[src/rtl/detector_colisiones.sv]
// detector_colisiones
//   Collision/bonus detector downstream of the obstacle generator. Once per
//   obstacle tick it compares the slot-0 obstacle pattern against the
//   player's 7-segment pattern, tracks lives, detects bonus pickups and
//   reports the game outcome.
//
// Ports
//   clk, rst        system clock, asynchronous active-high reset
//   presente[2:0]   top-level FSM state (GAME = playing, WL = result screen)
//   clk_obstaculos  obstacle clock from the generator, sampled as data
//   display_obs[6:0] segment pattern of slot 0 (nearest the player)
//   tipo_obs[4:0]   type of the obstacle entering slot 2
//   jugador[6:0]    player segment pattern
//   mundo[1:0]      current world from the generator
//   W_or_L[1:0]     00 playing, 01 lost, 10 won
//   bono_tomado     high for BONO_HOLD cycles per bonus caught
//   vidas[1:0]      remaining lives
//   golpe           one-clk pulse per counted collision
//
// Build option
//   INMORTAL_EN     collisions still pulse golpe and enter the grace state,
//                   but lives never decrement (board bring-up of late worlds)
module detector_colisiones #(
  parameter int         VIDAS_INI    = 3,
  parameter int         GRACIA_TICKS = 2,
  parameter int         BONO_HOLD    = 1024,
  parameter int         TIPO_BONO    = 16,
  parameter logic [2:0] GAME         = 3'd3,
  parameter logic [2:0] WL           = 3'd4
) (
  input  logic       clk,
  input  logic       rst,
  input  logic [2:0] presente,
  input  logic       clk_obstaculos,
  input  logic [6:0] display_obs,
  input  logic [4:0] tipo_obs,
  input  logic [6:0] jugador,
  input  logic [1:0] mundo,
  output logic [1:0] W_or_L,
  output logic       bono_tomado,
  output logic [1:0] vidas,
  output logic       golpe
);

  localparam int BW = $clog2(BONO_HOLD + 1);

  typedef enum logic [2:0] {INACTIVO, JUEGO, GOLPE, PERDIO, GANO} estado_t;

  estado_t         estado, estado_n;
  logic            sync1, sync2, sync3;
  logic            tick, eval;
  logic [4:0]      t2, t1, t0;
  logic [1:0]      vidas_q, vidas_n;
  logic            golpe_q, golpe_n;
  logic [2:0]      gracia, gracia_n;
  logic [BW-1:0]   bono_cnt, bono_cnt_n;
  logic            salir;
  logic            bono_ok, choque;

  // tick is registered so the input edge reaches it in 3 clk; eval follows
  // one clk later, once t0 has shifted and display_obs is stable.
  always_ff @(posedge clk or posedge rst) begin
    if (rst) begin
      sync1 <= 1'b0;
      sync2 <= 1'b0;
      sync3 <= 1'b0;
      tick  <= 1'b0;
      eval  <= 1'b0;
    end else begin
      sync1 <= clk_obstaculos;
      sync2 <= sync1;
      sync3 <= sync2;
      tick  <= sync2 & ~sync3;
      eval  <= tick;
    end
  end

  always_ff @(posedge clk or posedge rst) begin
    if (rst) begin
      t2 <= '0;
      t1 <= '0;
      t0 <= '0;
    end else if (salir) begin
      t2 <= '0;
      t1 <= '0;
      t0 <= '0;
    end else if (tick && W_or_L == 2'b00) begin
      t2 <= tipo_obs;
      t1 <= t2;
      t0 <= t1;
    end
  end

  always_ff @(posedge clk or posedge rst) begin
    if (rst) begin
      estado   <= INACTIVO;
      vidas_q  <= 2'(VIDAS_INI);
      golpe_q  <= 1'b0;
      gracia   <= '0;
      bono_cnt <= '0;
    end else begin
      estado   <= estado_n;
      vidas_q  <= vidas_n;
      golpe_q  <= golpe_n;
      gracia   <= gracia_n;
      bono_cnt <= bono_cnt_n;
    end
  end

  assign salir   = (estado != INACTIVO) && (presente != GAME) && (presente != WL);
  assign bono_ok = (t0 == 5'(TIPO_BONO)) && (jugador != 7'd0);
  assign choque  = (display_obs & jugador) != 7'd0;

  always_comb begin
    estado_n   = estado;
    vidas_n    = vidas_q;
    golpe_n    = 1'b0;
    gracia_n   = gracia;
    bono_cnt_n = (bono_cnt != '0) ? bono_cnt - 1'b1 : '0;

    if (estado == INACTIVO) begin
      vidas_n    = 2'(VIDAS_INI);
      bono_cnt_n = '0;
      gracia_n   = '0;
      if (presente == GAME)
        estado_n = JUEGO;
    end else if (salir) begin
      estado_n   = INACTIVO;
      vidas_n    = 2'(VIDAS_INI);
      bono_cnt_n = '0;
      gracia_n   = '0;
    end else if (presente == GAME && eval) begin
      case (estado)
        JUEGO: begin
          if (mundo == 2'd3) begin
            estado_n = GANO;
          end else if (bono_ok) begin
            bono_cnt_n = BW'(BONO_HOLD);
          end else if (choque) begin
            golpe_n  = 1'b1;
            estado_n = GOLPE;
            gracia_n = 3'(GRACIA_TICKS);
`ifndef INMORTAL_EN
            if (vidas_q <= 2'd1) begin
              vidas_n  = 2'd0;
              estado_n = PERDIO;
            end else begin
              vidas_n = vidas_q - 2'd1;
            end
`endif
          end
        end
        GOLPE: begin
          if (mundo == 2'd3) begin
            estado_n = GANO;
          end else begin
            if (bono_ok)
              bono_cnt_n = BW'(BONO_HOLD);
            if (gracia <= 3'd1) begin
              gracia_n = '0;
              estado_n = JUEGO;
            end else begin
              gracia_n = gracia - 3'd1;
            end
          end
        end
        default: ;
      endcase
    end
  end

  always_comb begin
    case (estado)
      PERDIO:  W_or_L = 2'b01;
      GANO:    W_or_L = 2'b10;
      default: W_or_L = 2'b00;
    endcase
  end

  assign bono_tomado = (bono_cnt != '0);
  assign vidas       = vidas_q;
  assign golpe       = golpe_q;

endmodule

[config.mk]
export PLATFORM = sky130hd
export DESIGN_NAME = detector_colisiones
export DESIGN_NICKNAME = d
export VERILOG_FILES = /design/src/rtl/detector_colisiones.sv
export SDC_FILE = /design/constraint.sdc
export NUM_CORES = 1
export LEC_CHECK = 0
export ABC_AREA = 1
export CAP_MARGIN = 20
export CORE_MARGIN = 2
export CORE_UTILIZATION = 35
export CTS_CLUSTER_SIZE = 30
export DETAILED_ROUTE_END_ITERATION = 8
export PLACE_DENSITY_LB_ADDON = 0.1
export SYNTH_ARGS = -nofsm -noshare
export SYNTH_HDL_FRONTEND = slang
export SYNTH_SLANG_ARGS = --single-unit
[constraint.sdc]
create_clock -name clk -period 1.5 [get_ports clk]
set_clock_uncertainty 0.05 [all_clocks]
set_input_delay 0.15 -clock clk [delete_from_list [all_inputs] [get_ports clk]]
set_output_delay 0.15 -clock clk [all_outputs]
set_load 0.02 [all_outputs]
# Word level (Yosys, flattened, before mapping)
# Index checks and enable logic that the tools add are counted.
# word_totals
input_bits	27
output_inout_bits	6
regBits	40
elab_cells	109
# classes
bitwise_logic	3
n_reduce_logical	20
eq_ne	19
add_sub_neg	3
order_cmp	2
mux	49
# op_table
cell	n
$mux 11	7
$mux 3	17
$mux 5	6
$mux 2	8
$ne 4x4->1 const B	4
$ne 5x5->1 const B	3
$reduce_bool 7->1	2
$pmux 3 s2	2
$reduce_and 6->1	2
$reduce_bool 3->1	4
$reduce_bool 11->1	1
$sub 11x1->11 const B	1
$eq 3x2->1 const B	3
$mux 1	8
$and 7x7->7	1
$ne 3x2->1 const B	2
$ne 3x3->1 const B	2
$eq 5x5->1 const B	1
$logic_and 1x1->1	5
$reduce_and 5->1	1
$pmux 2 s2	1
$reduce_bool 4->1	1
$eq 3x1->1 const B	1
$eq 3x3->1 const B	1
other kinds (12)	12

# Longest topological paths before layout
# logic_depth
word_depth	9
ltp_mapped	10
ltp_nobuf	10

# Least setup slack after synthesis
# OpenSTA, ideal clock, no wires.
# synth_timing
kind	reg2reg
startpoint	register estado[0]
endpoint	register t0[0]
arrival_ns	1.539
synth_period_minus_slack_ns	1.716
setup_time_ns	0.126
n_path_buf	0
slack_ns	-0.216
path_stages_with_launch	5
required_ns	1.324
cell_sequence	dfrtp_1 > nor3_1 > nor2_1 > nand2_2 > o22ai_1
# synth_between
elab_chain_cells	5
elab_cells_between_ends	10
classes_between	2 x eq/ne; 2 x mux; 6 x reduce/logical
# synth_rtl
item	line	text
start: declaration	49	estado_t estado, estado_n;
start signal: assignment	102	estado <= estado_n;
$eq 3x3->1 / $eq 3x2->1 (equally long branches)	173	case (estado)
$pmux 2 s2 (*)	173	
via W_or_L[1]	39	output logic [1:0] W_or_L,
$logic_not 2->1 (*)	87	end else if (tick && W_or_L == 2'b00) begin
$logic_and 1x1->1 (*)	87	
$reduce_bool 2->1 (no line) (*)	--	
end signal: assignment	90	t0 <= t1;
end: declaration	52	logic [4:0] t2, t1, t0;
# The timed path passes the listed nets; every way through them passes the cells marked *.
# A chain may end at the register's enable or synchronous reset.

# Worst setup path in the final report
# layout_timing
startpoint	register bono_cnt[0]
endpoint	output bono_tomado
# layout_between
elab_chain_cells	1
# layout_rtl
item	line	text
start: declaration	56	logic [BW-1:0] bono_cnt, bono_cnt_n;
start signal: assignment	106	bono_cnt <= bono_cnt_n;
$reduce_bool 11->1	180	assign bono_tomado = (bono_cnt != '0);
end: declaration	40	output logic bono_tomado,
# Every way passes these cells.

==> results.toml <==
[outcome]
status = "finished with violations"
violations = "setup timing"

[worst_setup_path]
required_ns = 1.30
crit_start = "bono_cnt[0]"
critPathLaunchType = "flip-flop"
critPathArrivalTime_ns = 1.37
rr_startpoint = "bono_cnt[0]"
worstSetupPathType = "flip-flop to output pin"
cp-end-kind = "output pin"
crit_fanout = 2
reg2regPathDepth = 6

[logic_synthesis]
ys_ff_latch = 40
synth_seq_area_share = 0.504
syn_nets = 277
yosysTopAreaCell = "dfrtp_1"
synthCells = 247
synth_top_family_by_area = "simple AND/OR/NAND/NOR gates"
synth_mux_area_frac = 0
synth.area.top_cells = "dfrtp_1 (48%), nand2_1 (10%), inv_1 (8.5%)"
synth_fa_ha_area_frac = 0.0189
synth_top_area_frac = 0.478
synth_xor_area_frac = 0.0264
avgSynthCellArea_sq_um = 8.06
yosys.area_share.simple = 0.273
yosys_warnings = 0
synth_compound_area_frac = 0.0849
ys_types = 25
synth_area_sq_um = 1990

[sta]
maxSlewHeadroom = 0.810
whs_ns = 0.158
fmax_ghz = 0.637
finalHoldViolCount = 0
setup_viol = 1
rsz0062_at_grt = "yes"
fin_ws_ns = -0.0689
fin_crit_ns = 1.57
worst_slew_pin_slew_ns = 0.284
slew_viol_final = 0
setup_tns_ns = -0.0689
fin_crit_sh = 1.05

[cells_and_area]
drive_gt1_frac = 0.279
final_common_cell = "nand2_1"
syn2layout_area_growth_pct = 44.5
fin_area_sq_um = 2880
most-common-layout-cells = "nand2_1 (45), inv_1 (38), dfrtp_1 (36)"
nets = 349
antenna_cells = 0

[global_routing]
grt_max_degree = 41
track_usage = 0.146
grt_pass1_wl_um = 7190
antenna_found_initial = 0
gr-total-overflow = 0
globalRouteMet1Util = 0.189
use_met2 = 0.238
grt.busiest_layer = "met2"
met3_usage = 0.0373
grt_pass1_vias = 1635

[power_and_ir_drop]
cellPowerDensity_nw_per_um2 = 1450
internal_power_uw = 2580
ir_worst_vdd_mv = 0.695
pwr-share-clk = 0.159
cellLeakagePower_uw = 0.00147
power_frac_seq = 0.317
power.switching_uw = 1600
p_comb_frac = 0.523
power_switching_share = 0.382

[floorplan]
dieArea_sq_um = 6310
io_pins = 33
core_area_sq_um = 5510
rows = 27
die_y_um = 79.4
die_w_um = 79.4
start_util = 0.362

[clock_network]
clk_pin_slew_worst_paths_ns = 0.07
cts_buffers = 5
cts_tree = "yes"
cts_max_level = 2
cts_sinks = 40
insertion_delay_ns = 0.28
cts-root-buf = "clkbuf_8"
clk_path_buf_depth = 2

[routing]
antenna_left = 0
avgRoutedWirePerCell_um = 11.0
routed_wl_um = 4290
drc = 0
via_per_inst = 4.48
first_pass_iters = 4
drt_iter0_markers = 52
vias = 1750

[worst_hold_path]
hold_path_class = "input port to asynchronous set/reset pin"

[place]
placed_area_sq_um = 2640
place_hpwl_um = 3100
io_buffers = 32
gp_congestion = 0.797

[run]
cap_viol_max_count = 0
-- final timing paths --
check                              endpoint  slack, ns
worst min register to register        sync2       0.30
worst min-delay path            bono_cnt[0]       0.16
worst max register to register  bono_cnt[9]       0.05
max in group asynchronous          vidas[0]       0.97
min in group clk                      sync1       0.25
worst max-delay path            bono_tomado      -0.07
-- cells in the mapped netlist --
master and number:
nor3_1 3, nand2_2 3, dfstp_2 2, nand3b_1 1, o21ai_0 8, buf_6 1
xnor2_1 3, nand3_1 19, ha_1 3, nor2_1 33, nand2_1 53, nor2_2 1
dfrtp_1 38, a21oi_1 5, o31ai_1 1, o22ai_1 10, o21ai_1 2, inv_1 45
xor2_1 3, o211ai_1 1, and3_1 1, nand3_2 4, nand4_1 5, a21oi_4 1
buf_2 1
-- per-stage QoR --
step	utilization	cells	power, uW	worst slack [ns]
finish	0.522	391	4180	-0.0689
global route	0.522	391	4510	-0.143
CTS	0.496	386	3900	-0.0584
detailed placement	0.479	379	3200	-0.250
global placement	0.479	379	3200	-0.187
floorplan	-	247	2750	0.0345
-- what timing repair did --
| item | in CTS | in global routing |
|---|---|---|
| setup buffers | 0 | 4 |
| gates resized for setup | 17 | 41 |
| endpoints found under the setup margin | 26 | 35 |
| hold buffers | 0 | 0 |
| pin swaps | 1 | 11 |
| gates cloned | 0 | 1 |
-- sequential cells by signal, indices dropped and copies added, names as in the netlist, 2 cells and up --
name,flops
vidas,2
bono_cnt,11
t2,5
t1,5
estado,3
gracia,3
t0,5
-- power groups by stage --
stage / Combinational (uW) / Sequential (uW) / Clock (uW)
after floorplan: 1390 / 1370 / 0
after global placement: 1880 / 1330 / 0
after detailed placement: 1870 / 1330 / 0
after CTS: 1880 / 1320 / 703
after global routing: 2430 / 1350 / 739
final: 2190 / 1330 / 666
-- routing by layer --
layer / wire [um] / share of wire
met5: 0 / 0
met4: 27 / 0.0063
met3: 158 / 0.037
met2: 2050 / 0.48
met1: 2050 / 0.48
-- cell type report --
cell class / instances / area, sq um
fillers: 540 / 2630
clock buffers: 5 / 68.8
clock inverters: 2 / 12.5
inverters: 45 / 169
well taps: 72 / 90.1
multi-input cells: 161 / 937
repair buffers: 66 / 593
flip-flops and latches: 40 / 1010
-- kinds of logic after synthesis --
family	count (synthesis)
AOI/OAI and AO/OA	28
xor gates and xnor gates	6
and+or+nand+nor	123
DFF	40
buffers and inverters	47
adders and majority gates	3
-- worst max-delay path, cell delays in order (launching register included) --
cell and delay, ns:
dfrtp_1 0.39, inv_2 0.09, ha_4 0.13, and3_4 0.17, nand4_1 0.14, buf_6 0.18
Note: power is estimated with default switching activity, not from simulation.
